File: src/rtl/qdiv_seq.sv
// qdiv_seq: sequential signed fixed-point divider, o_result = a / b in QN.Q format.
// Restoring shift/subtract core, one quotient bit per clock. The quotient is
// truncated toward zero, saturated symmetrically to +/-(2^(N-1)-1), and a zero
// divisor yields a saturated result that follows the sign of the dividend.
//
// Ports
//   clk       in   1  clock, rising edge
//   rst_n     in   1  asynchronous active-low reset
//   start     in   1  request, sampled only while busy=0
//   a         in   N  dividend, signed QN.Q, captured on accepted start
//   b         in   N  divisor, signed QN.Q, captured on accepted start
//   busy      out  1  operation in flight (CALC or FIN)
//   done      out  1  one-cycle pulse, o_result/ovr/dbz updated
//   o_result  out  N  signed quotient QN.Q, held until the next done
//   ovr       out  1  result saturated, held with o_result
//   dbz       out  1  divide by zero, held with o_result
//
// state  | meaning
// -------+-----------------------------------------------------------
// IDLE   | waiting for start, outputs hold the last result
// CALC   | N+Q restoring iterations, one quotient bit per cycle
// FIN    | sign fix / saturation, outputs registered, done pulsed
module qdiv_seq #(
  parameter int Q = 18,
  parameter int N = 32
) (
  input  logic         clk,
  input  logic         rst_n,
  input  logic         start,
  input  logic [N-1:0] a,
  input  logic [N-1:0] b,
  output logic         busy,
  output logic         done,
  output logic [N-1:0] o_result,
  output logic         ovr,
  output logic         dbz
);

  localparam int W  = N + Q;
  localparam int CW = $clog2(W + 1);

  localparam logic [1:0] S_IDLE = 2'd0;
  localparam logic [1:0] S_CALC = 2'd1;
  localparam logic [1:0] S_FIN  = 2'd2;

  localparam logic [CW-1:0] CNT_LAST = CW'(W - 1);
  localparam logic [N-1:0]  MAX_POS  = {1'b0, {(N-1){1'b1}}};
  localparam logic [N-1:0]  MAX_NEG  = {1'b1, {(N-2){1'b0}}, 1'b1};
  localparam logic [W-1:0]  MAX_WIDE = {{Q{1'b0}}, MAX_POS};

  logic [1:0]    state_q, state_d;
  logic [CW-1:0] cnt_q, cnt_d;
  // Shared dividend/quotient register: dividend bits leave at the MSB while
  // quotient bits enter at the LSB.
  logic [W-1:0]  dq_q, dq_d;
  logic [N:0]    rem_q, rem_d;
  logic [N-1:0]  bmag_q, bmag_d;
  logic          sign_q, sign_d;
  logic          aneg_q, aneg_d;
  logic [N-1:0]  res_q, res_d;
  logic          ovr_q, ovr_d;
  logic          dbz_q, dbz_d;
  logic          done_q, done_d;

  logic [N-1:0] a_mag, b_mag;
  logic [N:0]   rem_sh;
  logic [N-1:0] qm_lo, qm_neg;

  // N-bit unsigned magnitudes, so |-2^(N-1)| = 2^(N-1) is representable.
  assign a_mag  = a[N-1] ? (~a + 1'b1) : a;
  assign b_mag  = b[N-1] ? (~b + 1'b1) : b;
  assign rem_sh = {rem_q[N-1:0], dq_q[W-1]};
  assign qm_lo  = dq_q[N-1:0];
  assign qm_neg = ~qm_lo + 1'b1;

  always_comb begin
    state_d = state_q;
    cnt_d   = cnt_q;
    dq_d    = dq_q;
    rem_d   = rem_q;
    bmag_d  = bmag_q;
    sign_d  = sign_q;
    aneg_d  = aneg_q;
    res_d   = res_q;
    ovr_d   = ovr_q;
    dbz_d   = dbz_q;
    done_d  = 1'b0;

    case (state_q)
      S_IDLE: begin
        if (start) begin
          sign_d  = a[N-1] ^ b[N-1];
          aneg_d  = a[N-1];
          bmag_d  = b_mag;
          dq_d    = {a_mag, {Q{1'b0}}};
          rem_d   = '0;
          cnt_d   = CNT_LAST;
          state_d = S_CALC;
        end
      end

      S_CALC: begin
        // Divisor zero just yields all-ones here; FIN overrides the result.
        if (rem_sh >= {1'b0, bmag_q}) begin
          rem_d = rem_sh - {1'b0, bmag_q};
          dq_d  = {dq_q[W-2:0], 1'b1};
        end else begin
          rem_d = rem_sh;
          dq_d  = {dq_q[W-2:0], 1'b0};
        end
        if (cnt_q == '0) begin
          state_d = S_FIN;
        end else begin
          cnt_d = cnt_q - 1'b1;
        end
      end

      S_FIN: begin
        if (bmag_q == '0) begin
          res_d = aneg_q ? MAX_NEG : MAX_POS;
          ovr_d = 1'b1;
          dbz_d = 1'b1;
        end else if (dq_q > MAX_WIDE) begin
          // Exact -2^(N-1) also lands here: saturation is symmetric.
          res_d = sign_q ? MAX_NEG : MAX_POS;
          ovr_d = 1'b1;
          dbz_d = 1'b0;
        end else begin
          // qm == 0 negates to 0, so no negative zero can appear.
          res_d = sign_q ? qm_neg : qm_lo;
          ovr_d = 1'b0;
          dbz_d = 1'b0;
        end
        done_d  = 1'b1;
        state_d = S_IDLE;
      end

      default: state_d = S_IDLE;
    endcase
  end

  always_ff @(posedge clk or negedge rst_n) begin
    if (!rst_n) begin
      state_q <= S_IDLE;
      cnt_q   <= '0;
      dq_q    <= '0;
      rem_q   <= '0;
      bmag_q  <= '0;
      sign_q  <= 1'b0;
      aneg_q  <= 1'b0;
      res_q   <= '0;
      ovr_q   <= 1'b0;
      dbz_q   <= 1'b0;
      done_q  <= 1'b0;
    end else begin
      state_q <= state_d;
      cnt_q   <= cnt_d;
      dq_q    <= dq_d;
      rem_q   <= rem_d;
      bmag_q  <= bmag_d;
      sign_q  <= sign_d;
      aneg_q  <= aneg_d;
      res_q   <= res_d;
      ovr_q   <= ovr_d;
      dbz_q   <= dbz_d;
      done_q  <= done_d;
    end
  end

  assign busy     = (state_q == S_CALC) || (state_q == S_FIN);
  assign done     = done_q;
  assign o_result = res_q;
  assign ovr      = ovr_q;
  assign dbz      = dbz_q;

endmodule

File: config.mk
export PLATFORM = sky130hd
export DESIGN_NAME = qdiv_seq
export DESIGN_NICKNAME = d
export VERILOG_FILES = /design/src/rtl/qdiv_seq.sv
export SDC_FILE = /design/constraint.sdc
export NUM_CORES = 1
export LEC_CHECK = 0
export CORE_ASPECT_RATIO = 0.5
export CORE_MARGIN = 2
export CORE_UTILIZATION = 45
export CTS_BUF_LIST = sky130_fd_sc_hd__clkbuf_2 sky130_fd_sc_hd__clkbuf_4 sky130_fd_sc_hd__clkbuf_8
export DETAILED_ROUTE_END_ITERATION = 10
export PLACE_DENSITY = 0.63
export SYNTH_ARGS = -nofsm -noshare
export SYNTH_HDL_FRONTEND = slang
export SYNTH_SLANG_ARGS = --single-unit
File: constraint.sdc
create_clock -name clk -period 5.4 [get_ports clk]
set_input_delay 1.62 -clock clk [delete_from_list [all_inputs] [get_ports clk]]
set_output_delay 1.62 -clock clk [all_outputs]
set_load 0.03 [all_outputs]
# Yosys cells after proc, flatten, opt, wreduce, memory -nomap -nowiden
# Index checks and enable logic that the tools add are counted.
[totals]
regBits = 159
output_inout_bits = 36
wordCells = 59
[classes]
n_addsub = 5
order_cmp = 2
eq_ne = 5
muxes = 23
n_bitwise = 4
reduce_logical = 9
[ops]
columns = ["operator", "n"]
rows = [
  ["2-to-1 mux 32 bit", 9],
  ["case mux 50 bit (2 select lines)", 1],
  ["adder 32 x 1 -> 32 bit (second input constant)", 3],
  ["inverter 32 bit", 3],
  ["case mux 32 bit (2 select lines)", 1],
  ["> comparator 50 x 31 -> 1 bit (second input constant)", 1],
  ["2-to-1 mux 50 bit", 1],
  ["greater-or-equal comparator 33 x 32 -> 1 bit", 1],
  ["logical NOT 32 bit", 1],
  ["subtractor 32 bit", 1],
  ["2-to-1 mux 6 bit", 2],
  ["case mux 6 bit (2 select lines)", 1],
  ["logical NOT 6 bit", 1],
  ["inequality test 2 bit (second input constant)", 3],
  ["AND reduction 2 bit", 3],
  ["subtractor 6 x 1 -> 6 bit (second input constant)", 1],
  ["2-to-1 mux 1 bit", 5],
  ["2-to-1 mux 2 bit", 2],
  ["case mux 2 bit (2 select lines)", 1],
  ["AND reduction 3 bit", 1],
  ["equality test 2 x 1 -> 1 bit (second input constant)", 1],
  ["equality test 2 bit (second input constant)", 1],
  ["logical NOT 2 bit", 1],
  ["nonzero test 2 bit", 1],
  ["other kinds (2)", 2],
]

# Depth between registers and ports, before layout
# Gate-level depths: netlist (run 1).
[logic_depth]
word_depth = 5
ltp_mapped = 12
depth_no_buf = 11

# Worst setup path after synthesis (run 1)
# No wires, ideal clock.
[synth_path]
path_kind = "input port to flip-flop"
startpoint = "in b[8]"
endpoint = "reg bmag_q[29]"
setup_time_ns = 0.134
t_arrival_ns = 3.630
t_required_ns = 5.266
path_slack_ns = 1.637
stages = 8
path_buffers = 0
path_cell_list = "or4_1 -> nor2_1 -> nand4b_1 -> or3_1 -> or3_1 -> o31ai_1 -> xor2_1 -> o21ai_0"
[synth_between]
elab_chain_len = 3
[synth_rtl]
columns = ["item", "line_no", "text"]
rows = [
  ["from (decl)", "31", "input logic [N-1:0] b,"],
  ["inverter 32 bit", "71", "assign b_mag = b[N-1] ? (~b + 1'b1) : b;"],
  ["adder 32 x 1 -> 32 bit", "71", ""],
  ["2-to-1 mux 32 bit", "71", ""],
  ["to (signal assigned)", "160", "bmag_q <= bmag_d;"],
  ["to (decl)", "57", "logic [N-1:0] bmag_q, bmag_d;"],
]
# Every way passes these cells.
# A chain may end at the register's enable or synchronous reset.

# Worst setup path after layout (run 1)
[layout_path]
startpoint = "in b[2]"
endpoint = "reg bmag_q[29]"
# Same word-level chain as after synthesis.

==> run summary, run 1 <==
The flow ran to the end, and the final reports show no timing, DRC or antenna violations. In the final design database the tool counted 1435 nets. Ranked by total cell area, the synthesized netlist is headed by dfrtp_1, o21ai_0, nand2_1.

The post-synthesis register bit count is 159. The leakage component of the power was 5.21 nW; the depth of the CTS H-tree was 4. After layout, the minimum clock period comes to 4.10 ns. The commonest cells after synthesis are dfrtp_1, nand2_1, o21ai_0, a21oi_1, clkbuf_1. Clock tree synthesis inserted a total of 17 buffers. The ratio of final minimum period to clock period was 0.760. When the netlist entered floorplanning its net count stood at 1381. Setup slack on the worst reg-to-reg path comes out at 1.67 ns. The mean instance size in the synthesized netlist came out at 8.43 um^2. The synthesized-area fraction occupied by xor and xnor cells was 0.0768. 103 I/O pins were placed. The worst setup path is captured at a flop. The run gives 0 ns as the accumulated negative setup slack.

The signal on the critical path passes through clkdlybuf4s50_1 -> or3_1 -> nor4_1 -> nand4b_1 -> or3_1 -> or3_1 -> o31ai_1 -> xor2_1 -> o21ai_0. The layout has 2192 filler cells. For the pin with the worst max-slew slack, the measured transition is 1.10 ns. Buffer type at the clock tree root: clkbuf_8. The worst-case headroom to the max-slew limit is 0.262, and the layout-stage area growth over the synthesis result is 15.1%. Yosys mapped a number of flops with a built-in enable equal to 0. Summed over all nets, the switching power comes to 0.00384 W. The worst slack on hold paths is 0.508 ns.

The tightest min-delay check is of the flop to flop type. The run gives 244 MHz as the maximum clock rate. Setup repair after global routing left no endpoint under its margin. The fraction of power consumed by sequential logic is 0.280. The run gives 0 as the total count of max-transition violations in the final report. Number of vias per cell after detailed routing: 5.87.

In the final layout, the multi-input gates occupy 6170 um^2. The tools report the data arrival time at the worst-slack endpoint as 4.46 ns. The tools report the final RePlAce weighted congestion as 0.867. The first global-routing pass estimated 48100 um of wire. Buffers inserted to repair hold after CTS numbered 0. The type of origin of the critical path was an input port. The share of cells above drive strength 1 was 0.0493.

The power density over cell area is 645 nW/um^2, and the clock network power share is 0.118. The half-perimeter wire length after placement was 20700 um; the placeable core region was 23100 um^2. Adder-cell share of the synthesized area: 0.0485. The logs give 9664 for the number of vias in the routed layout and 28600 um for the detailed-route wire length. The routed length per placed instance was 17.4 um; the endpoint required time on the critical path was 5.75 ns. The tree built by TritonCTS fans out to 159 sinks. The repair_antennas step left the layout with diodes totalling 0. Gates resized during post-CTS repair numbered 0. For the peak ir drop on the vdd network, the log shows 0.000277 V.

TritonCTS built the clock tree. The die is 113 um tall. The post-synthesis share of cell area spent on and, or, nand and nor gates was 0.166. Entering global routing, the biggest net connects 85 pins.

The die boundary width was 222 um; the portion of netlist area occupied by mux cells was 0.0273. The start-to-end type of the worst setup path was input port to flop. The cell repeated most along the worst path was or3_1. The detail route stage leaves a number of antenna-violating nets equal to 0. The largest total area in the synthesized netlist belongs to dfrtp_1. Across the routed clock network, the largest skew measured is 0.00985 ns.

The tools report the proportion of power drawn by combinational gates as 0.603. The peak per-stage delay on the critical path is 0.48 ns, and the final hold violation count is 0. Across the run, the number of max-cap violations was 0. The tools report the via count of the first global-routing pass as 9419. The share of synthesized registers carrying an async set or reset is 1.00, and the switching share of power is 0.482. The run gives 0.371 as the post-synthesis sequential area ratio. After detailed routing, the number of remaining DRC violations is 0. The pre-antenna-repair detailed-routing pass consisted of 5 iterations. The area fraction in compound gates after synthesis works out to 0.255. The clock reaches the later pin of the worst-skew pair after 0.49 ns. The floorplan step defined a die boundary enclosing 25200 um^2. The initial core utilization is 0.465, and the number of warning messages in the yosys log is 0. The longest clock path from root to sink contains 2 buffers. The mapped netlist covers 10700 um^2.

After layout, the design draws a total of 0.00796 W. The total routing usage reported by global routing is 0.236. The combinational family with the most area after synthesis was compound AO/OA/AOI/OAI gates. The number of setup buffers added after CTS is 0. The highest-delay cell along the critical path was clkdlybuf4s50_1. The internal portion of the total power is 0.00412 W.

Along the worst path, the maximum fanout reaches 4. In this run, distinct cell masters in the synthesized netlist total 73. The most used flip-flop cell after synthesis was dfrtp_1. Clock-pin slew was measured on the worst setup and hold paths at 0.09 ns. The tools report the number of antenna violations at the first check in global routing as 0. In the final layout, flip-flops and latches occupy 3980 um^2. Counting every instance in the synthesized netlist gives 1273.

Setup violations remaining at the end of the flow were counted as 0. The share of the synthesized area in the top cell type works out to 0.371. After floorplanning, the core was divided into 39 placement rows. The count of buffers added on input and output ports is 102. Global routing finished with a remaining overflow of 0. The number of violations reported at the end of detailed-routing iteration 0 is 680.
-- registers in the layout (all words and copies together), names as in the netlist --
register,flops
sign_q,1
dq_q,50
cnt_q,6
o_result,32
bmag_q,32
ovr,1
aneg_q,1
done,1
state_q,2
rem_q,32
dbz,1
-- logic make-up (layout without fill, tap and decap cells) --
family / count (synthesis) / in the layout
XOR/XNOR: 94 / 94
adder cells (fa/ha/maj): 41 / 41
AO/OA/AOI/OAI: 428 / 428
buffers and inverters: 153 / 219
flip-flops: 159 / 159
multiplexers: 29 / 29
AND/OR/NAND/NOR: 369 / 369
-- placed cells by master, fill, tap and decap left out, types with 9 or more instances in the layout --
master | synthesis | final
nor3_1 | 24 | 24
nand2_1 | 159 | 159
clkdlybuf4s50_1 | 0 | 101
nand4_1 | 12 | 12
o22a_1 | 11 | 11
inv_1 | 69 | 69
nand3_1 | 10 | 10
xor2_1 | 54 | 54
o41ai_1 | 12 | 12
a21o_1 | 20 | 20
a31oi_1 | 11 | 11
o31ai_1 | 27 | 27
nor4_1 | 23 | 23
o21a_1 | 9 | 9
a22o_1 | 15 | 15
o21ai_0 | 143 | 143
a211oi_1 | 15 | 15
nor2_1 | 69 | 68
a22oi_1 | 23 | 23
a21oi_1 | 72 | 71
ha_1 | 40 | 40
buf_4 | 1 | 15
clkbuf_8 | 0 | 20
or3_1 | 24 | 24
mux2i_1 | 27 | 27
o22ai_1 | 23 | 23
dfrtp_1 | 159 | 159
xnor2_1 | 40 | 40
-- power by group through the flow --
| stage | registers, W | clock network (W) | logic, W |
|---|---|---|---|
| floorplan | 0.00225 | 0 | 0.00345 |
| detailed placement | 0.00225 | 0 | 0.00478 |
| global placement | 0.00223 | 0 | 0.00470 |
| global route | 0.00231 | 0.00101 | 0.00536 |
| finish | 0.00223 | 0.000936 | 0.00480 |
| CTS | 0.00223 | 0.000961 | 0.00480 |
-- per-layer routing --
metal / wire length, um / global-route usage
met4: 344 / 0.0631
met3: 1220 / 0.0402
met5: 0 / 0
met2: 13200 / 0.382
met1: 13800 / 0.329
-- path summary, 6_finish.rpt --
kind,startpoint,endpoint,depth (start not counted)
worst max-delay path,b[2],bmag_q[29]$_DFFE_PN0P_,9
min in group asynchronous,rst_n,bmag_q[8]$_DFFE_PN0P_,1
worst min-delay path,o_result[5]$_DFFE_PN0P_,o_result[5]$_DFFE_PN0P_,1
worst max register to register,dq_q[49]$_DFFE_PN0P_,rem_q[30]$_DFFE_PN0P_,11
worst min register to register,o_result[5]$_DFFE_PN0P_,o_result[5]$_DFFE_PN0P_,1
max in group asynchronous,rst_n,dq_q[32]$_DFFE_PN0P_,2
-- critical path: cells and delay by family --
family                 cells  cell delay (ns)
AO/OA/AOI/OAI              2             0.34
XOR/XNOR                   1             0.16
buffers and inverters      1             0.48
AND/OR/NAND/NOR            5             1.85
-- per-stage QoR --
stage                     utilization  std cells  instance area (um^2)  worst slack [ns]
after floorplan                     -       1273                 10700              1.64
after detailed placement        0.517       1615                 11900             0.818
final                           0.535       1646                 12300              1.30
after CTS                       0.535       1646                 12300              1.35
after global placement          0.517       1615                 11900             0.901
after global routing            0.535       1646                 12300              1.07
-- area by class of cell --
class                      count  area share
multi-input combinational    961       0.500
sequential                   159       0.322
timing repair buffer         117      0.0919
tap                          307      0.0311
clock buffer                  20      0.0223
inverter                      71      0.0216
clock inverter                11      0.0106
(Power assumes the default switching activity.)
==> inputs of run 2 (changes only) <==
clock period = 4.15 ns   (was 5.4 ns; I/O delays follow)
==> run 2 against run 1 <==
  * Register-to-register slack got worse by 0.81 ns
  * Final area is 1.4% higher
  * Sequential cell count is the same
  * Count of clock-buffer cells in the layout grew 2
  * Die area is the same
  * Non-clock buffer count up 18
  * Worst hold slack gained 0.0010 ns
  * Total power is 33% higher
  * Cell count grew 1.2%
==> run summary, run 2 (same netlist as run 1, synthesis figures left out) <==
For the post-layout net count, the log shows 1453 (+1.3%). The logs give 17 (unchanged) for the clock buffer count from CTS and 4 (unchanged) for the depth of the CTS H-tree. Derived from the worst setup path, the maximum achievable clock frequency is 274 MHz.

Buffers plus inverters on the worst setup path: 1 (unchanged). Clock-pin slew on the worst setup and hold paths: 0.09 ns (about the same). The worst hold path belongs to the class flop to flop.

The number of fill cells in the layout was 2205 (+0.59%); the maximum number of pins on one net before global-route repair was 83 (-2.4%). The endpoint required time on the critical path is 4.51 ns (-1.24 ns). The start-to-end type of the worst setup path was input port to flop.

The flip-flop count of the largest register, all copies and words added was 50 (unchanged). The register area was 3980 um^2 (unchanged); the layout-stage area growth over the synthesis result was 16.7%. The run gives 0 (unchanged) as the aggregate global routing overflow. The logs give 0 (unchanged) for the number of diodes and 39 (unchanged) for the placement row count. Walking the worst path, the cells encountered are clkdlybuf4s50_1 -> or3_1 -> or3b_1 -> nor4_1 -> nand3_1 -> or3_1 -> o21ai_0 -> xor2_1 -> o21ai_0. The largest fanout on the critical path is 4 (unchanged). The final critical path time including I/O delays and setup came out at 3.65 ns. The power density over cell area was 844 nW/um^2 (+31%); the number of remaining DRC errors was 0 (unchanged).

The number of antenna violations at the first check in global routing came out at 0 (unchanged). Worst slack on hold paths: 0.509 ns (+0.00103 ns). The floorplan die area is 25200 um^2 (unchanged), and the total count of max-transition violations in the final report is 0 (unchanged). The logs give 0.50 ns (about the same) for the source-to-sink clock delay at the later pin of the worst-skew pair and 0.125 (+0.007) for the clock network power share. For the final hold violation count, the log shows 0 (unchanged). TritonCTS built the clock tree. Number of max-cap violations: 0 (unchanged). The run gives 0.271 (-0.009) as the fraction of power consumed by sequential logic. The worst setup path is captured at a flop.

Highest-delay cell along the critical path: clkdlybuf4s50_1. The worst-case headroom to the max-slew limit came out at 0.384 (+0.122). The type of origin of the critical path is an input port. The run gives 0.241 (+0.00524) as the total routing usage reported by global routing.

Clock tree synthesis selected as its root buffer the cell clkbuf_8. For the initial core utilization, the log shows 0.465 (unchanged). The number of vias per cell after detailed routing was 5.92 (+0.75%). The final setup violation count is 0 (unchanged). The run gives 0 (unchanged) as the number of buffers inserted to repair setup after CTS. The share of cells above drive strength 1 works out to 0.0626 (+0.0133).

The run finished with clean final reports. For the number of search-and-repair iterations in the first detailed-routing pass, the log shows 5 (unchanged). The number of buffers added to fix hold violations after cts came out at 0 (unchanged).

The tools report the via count of the first global-routing pass as 9591 (+1.8%). The final core area utilization is 0.542 (+0.00743), and the peak ir drop on the vdd network is 0.000428 V (+54%). The count of buffers inserted at the top-level ports was 102 (unchanged). The register with the highest flop count was dq_q.

The maximum count of clock buffers along a single path is 2 (unchanged). The first-pass GRT wire length was 49200 um (+2.2%); the actual slew at the worst max-slew pin was 0.922 ns (-0.182 ns). The logs give 21400 um (+3.2%) for the half-perimeter wire length after placement and 0 (unchanged) for the number of nets with antenna violations after detailed routing.

Internal power contribution: 0.00551 W (+34%). Number of vias in the routed layout: 9849 (+1.9%). The number of sinks handled by clock tree synthesis was 159 (unchanged); the count of boundary I/O pins was 103 (unchanged). The total net switching power was 0.00505 W (+31%); the proportion of power drawn by combinational gates was 0.605 (+0.002). The total of cells resized after clock tree synthesis came out at 0 (unchanged).

The library cells used most frequently in the layout, excluding fill and tap cells, are nand2_1, dfrtp_1, o21ai_0, clkdlybuf4s50_1, a21oi_1. The data arrival time at the worst-slack endpoint came out at 4.01 ns (-0.45 ns). Setup repair after global routing left no endpoint under its margin.

Overall die height: 113 um (unchanged). The routed length per placed instance was 17.6 um (+1.2%); the switching share of power was 0.478 (-0.00430). The post-route clock skew came out at 0.0118 ns (+0.00193 ns).

For the detailed-route wire length, the log shows 29300 um (+2.4%). Among cell families on the critical path, the largest total delay comes from simple AND/OR/NAND/NOR gates. The die boundary width works out to 222 um (unchanged).

Leakage component of the power: 5.32 nW (+2.2%). The accumulated negative setup slack came out at 0 ns (unchanged). The peak per-stage delay on the critical path works out to 0.47 ns (about the same). The multi-input logic area is 6170 um^2 (unchanged), and the number of violations reported at the end of detailed-routing iteration 0 is 899 (+32%).

For the final RePlAce weighted congestion, the log shows 0.883 (+1.8%). The ratio of final minimum period to clock period is 0.880. The placeable core region was 23100 um^2 (unchanged).
run 2: final cells by class:
class / instances / share of cell area
clock buffer: 22 / 0.0237
multi-input combinational: 961 / 0.493
inverter: 71 / 0.0213
clock inverter: 10 / 0.0117
timing repair buffer: 135 / 0.101
sequential: 159 / 0.318
tap: 307 / 0.0307
run 2: power groups by stage:
stage          Clock (W)  Sequential, W  Combinational [W]
4_1_cts          0.00135        0.00286            0.00635
5_1_grt          0.00141        0.00296            0.00710
3_3_place_gp           0        0.00286            0.00621
6_report         0.00132        0.00286            0.00638
3_5_place_dp           0        0.00288            0.00633
2_1_floorplan          0        0.00293            0.00449
run 2: path summary, 6_finish.rpt:
path / end / cells after the start / from / slack (ns)
worst max-delay path: bmag_q[30]$_DFFE_PN0P_ / 9 / b[2] / 0.50
min in group asynchronous: bmag_q[7]$_DFFE_PN0P_ / 1 / rst_n / 0.75
worst min-delay path: o_result[6]$_DFFE_PN0P_ / 1 / o_result[6]$_DFFE_PN0P_ / 0.51
max in group asynchronous: dq_q[21]$_DFFE_PN0P_ / 2 / rst_n / 2.52
worst max register to register: rem_q[28]$_DFFE_PN0P_ / 13 / dq_q[49]$_DFFE_PN0P_ / 0.86
worst min register to register: o_result[6]$_DFFE_PN0P_ / 1 / o_result[6]$_DFFE_PN0P_ / 0.51
run 2: stage by stage:
step | cell area, um^2 | worst slack [ns] | total power (W) | instances
3_3_place_gp | 12100 | 0.102 | 0.00907 | 1633
3_5_place_dp | 12100 | 0.00442 | 0.00921 | 1633
6_report | 12500 | 0.500 | 0.0106 | 1665
4_1_cts | 12500 | 0.556 | 0.0106 | 1665
5_1_grt | 12500 | 0.307 | 0.0115 | 1665
2_1_floorplan | 10700 | 0.762 | 0.00742 | 1273
run 2: layer usage:
metal  up-vias  wire, um  GRT usage
li1       4758         -          -
met1      4829     14000      0.326
met2       228     13600      0.399
met3        34      1240     0.0447
met4         0       425     0.0702
met5         -         0          0
==> inputs of run 3 (changes only) <==
CTS_CLUSTER_DIAMETER = 40   (was unset)
PLACE_DENSITY = unset   (was 0.63)
PLACE_DENSITY_LB_ADDON = 0.08   (was unset)
==> run 3 against run 2 <==
  * Combinational power about the same
  * Sequential share of layout area up 0.18 points
  * Core utilization down 0.30 points
  * Maximum frequency up 0.10%
  * Sequential cell count unchanged
  * Register-to-register slack worse by 0.14 ns
  * Largest power group unchanged
  * Worst hold slack worse by 0.0060 ns
  * Sequential power about the same
  * Global-route usage about the same
  * Largest cell class unchanged
  * Worst setup slack better by 0.0037 ns
  * Non-clock buffer count down 5
  * Clock power down 8%
==> run summary, run 3 (same netlist as run 1, synthesis figures left out) <==
The worst register-to-register path begins at dq_q[49]$_DFFE_PN0P_. The tools report the end point of the worst hold path as o_result[7]$_DFFE_PN0P_. TritonCTS built the clock tree.

The number of search-and-repair iterations in the first detailed-routing pass is 5 (unchanged). The endpoint of the worst-slack reg-to-reg timing path was rem_q[30]$_DFFE_PN0P_. The cell family contributing the most delay on the critical path is simple AND/OR/NAND/NOR gates.

The final hold violation count was 0 (unchanged). The number of diodes is 0 (unchanged). The logs give 39 (unchanged) for the placement row count and 2 (unchanged) for the maximum count of clock buffers along a single path. Relative to the synthesized area, the layout overhead comes to 16.0%. For the register area, the log shows 3980 um^2 (unchanged). The first-pass GRT wire length was 48800 um (-0.90%); the number of remaining DRC errors was 0 (unchanged). The run gives 1448 (-0.34%) as the post-layout net count. The final critical path time including I/O delays and setup is 3.65 ns (-0.00371 ns), and the total met3 wirelength after detailed routing is 1260 um (+1.6%).

The actual slew at the worst max-slew pin was 1.07 ns (+0.150 ns). The number of nets with antenna violations after detailed routing is 0 (unchanged). The leakage component of the power came out at 5.28 nW (-0.79%). The clock buffer count from CTS was 17 (unchanged); the cell depth of the worst hold path was 1 (unchanged). The post-route clock skew came out at 0.0124 ns (+0.000656 ns). STA classifies the critical path endpoint as a flop. The count of boundary I/O pins is 103 (unchanged). The run gives 0.504 ns (+0.00371 ns) as the worst setup margin. The ratio of final minimum period to clock period came out at 0.879 (-0.000894). The tree is rooted in a clkbuf_8. Traced cell by cell, the critical path runs through clkdlybuf4s50_1 -> or3_1 -> or3b_1 -> nor4_1 -> nand3_1 -> or3_1 -> o21ai_0 -> xor2_1 -> o21ai_0.

The number of vias per cell after detailed routing was 5.88 (-0.61%); the endpoint required time on the critical path was 4.50 ns (about the same). The register-to-register path setup slack is 0.72 ns (-0.14 ns), and the final setup violation count is 0 (unchanged). For the final RePlAce weighted congestion, the log shows 0.899 (+1.8%). The top cell types in the final layout, fill and taps aside, are nand2_1, dfrtp_1, o21ai_0, clkdlybuf4s50_1, a21oi_1. The number of sinks handled by clock tree synthesis is 159 (unchanged).

The maximum clock rate was 274 MHz (+0.10%); the depth of the CTS H-tree was 4 (unchanged). The run gives 12000 um^2 (-0.21%) as the instance area at placement. The number of cells traversed by the worst register-to-register path is 13 (unchanged). The share of cells above drive strength 1 works out to 0.0584 (-0.00416). The data arrival time at the worst-slack endpoint is 4.00 ns (about the same). The number of buffers inserted to repair setup after CTS came out at 0 (unchanged). The register with the highest flop count is dq_q. The largest individual stage delay along the critical path comes from the cell clkdlybuf4s50_1. The number of antenna violations at the first check in global routing was 0 (unchanged); the final core area utilization was 0.539 (-0.00304).

The tools report the number of vias in the routed layout as 9754 (-0.96%). The total routing usage reported by global routing came out at 0.241 (-0.000500). The tools report the aggregate global routing overflow as 0 (unchanged). The source-to-sink clock delay at the later pin of the worst-skew pair is 0.49 ns (about the same). Die boundary width: 222 um (unchanged). The logs give 6170 um^2 (unchanged) for the multi-input logic area and 9569 (-0.23%) for the via count of the first global-routing pass.

Start-to-end type of the worst setup path: input port to flop. Accumulated negative setup slack: 0 ns (unchanged). In this run the most critical hold path is launched from o_result[7]$_DFFE_PN0P_. The routed length per placed instance works out to 17.6 um (+0.21%). Routed signal wires occupy layers up through met4. The run finished with clean final reports. For the worst slack after detailed placement, the log shows 0.0293 ns (+0.0249 ns). The logs give 20900 um (-2.2%) for the half-perimeter wire length after placement and 25200 um^2 (unchanged) for the floorplan die area. The total count of max-transition violations in the final report came out at 0 (unchanged). The class of the tightest hold or removal check is flop to flop. Met1 layer wirelength in the final routing: 14200 um (+1.4%). The power density over cell area is 839 nW/um^2 (-0.53%). The flip-flop count of the largest register, all copies and words added was 50 (unchanged); the detailed-route wire length was 29200 um (-0.15%). The buffers plus inverters on the worst setup path is 1 (unchanged). The maximum number of pins on one net before global-route repair came out at 79 (-4.8%). The tools report the worst-case headroom to the max-slew limit as 0.283 (-0.101). The tools report the total of cells resized after clock tree synthesis as 0 (unchanged).

For the number of violations reported at the end of detailed-routing iteration 0, the log shows 695 (-23%). The number of max-cap violations was 0 (unchanged); the placeable core region was 23100 um^2 (unchanged). The count of buffers inserted at the top-level ports was 102 (unchanged); the met2 routed wirelength was 13200 um (-3.4%). Largest fanout on the critical path: 4 (unchanged). The worst setup path is launched from an input port. The tools report the summed area of non-filler cells in the final layout as 12400 um^2 (-0.56%). The number of fill cells in the layout came out at 2163 (-1.9%).

The overall die height is 113 um (unchanged). The tools report the number of buffers added to fix hold violations after cts as 0 (unchanged). Peak per-stage delay on the critical path: 0.49 ns (+0.02 ns). Setup repair after global routing left no endpoint under its margin. The initial core utilization came out at 0.465 (unchanged). The tools report the peak ir drop on the vdd network as 0.000328 V (-23%). The clock-pin slew on the worst setup and hold paths is 0.08 ns (about the same).
run 3: through the flow:
stage / total power (W) / hold slack [ns] / std cells
floorplan: 0.00742 / 0.466 / 1273
global placement: 0.00910 / 0.485 / 1628
detailed placement: 0.00921 / 0.488 / 1628
CTS: 0.0105 / 0.508 / 1659
global route: 0.0114 / 0.523 / 1659
finish: 0.0104 / 0.503 / 1659
run 3: layout make-up:
class                      instances  area share
tap                              307      0.0309
sequential                       159       0.320
timing repair buffer             130       0.100
clock buffer                      22      0.0233
clock inverter                     9     0.00865
multi-input combinational        961       0.496
inverter                          71      0.0214
run 3: report_power, final:
group / internal (W) / total (W) / switching [W]
Combinational: 0.00261 / 0.00638 / 0.00376
Clock: 0.000592 / 0.00121 / 0.000618
Sequential: 0.00222 / 0.00286 / 0.000637
run 3: metal layers:
metal	track usage	vias to the layer above
met1	0.322	4728
met4	0.0805	0
met5	0	-
met3	0.0457	40
met2	0.395	233
li1	-	4753
run 3: worst max-delay path by stage:
stage,from,endpoint,slack (ns),cells after the start
floorplan,b[8],bmag_q[29]$_DFFE_PN0P_,0.76,8
global placement,b[2],bmag_q[30]$_DFFE_PN0P_,0.09,9
finish,b[2],bmag_q[28]$_DFFE_PN0P_,0.50,9
CTS,b[2],bmag_q[28]$_DFFE_PN0P_,0.56,9
detailed placement,b[2],bmag_q[28]$_DFFE_PN0P_,0.03,9
global route,b[2],bmag_q[28]$_DFFE_PN0P_,0.31,9
run 3: worst reg2reg max path: stages, from the launching register on:
cell,delay [ns]
dfrtp_1,0.37
inv_1,0.11
ha_1,0.25
fa_1,0.40
nand2b_1,0.19
a211oi_1,0.34
a31oi_1,0.14
buf_4,0.18
o41ai_1,0.46
buf_4,0.22
o21a_1,0.22
a221oi_1,0.13
xor2_1,0.17
o221ai_1,0.14
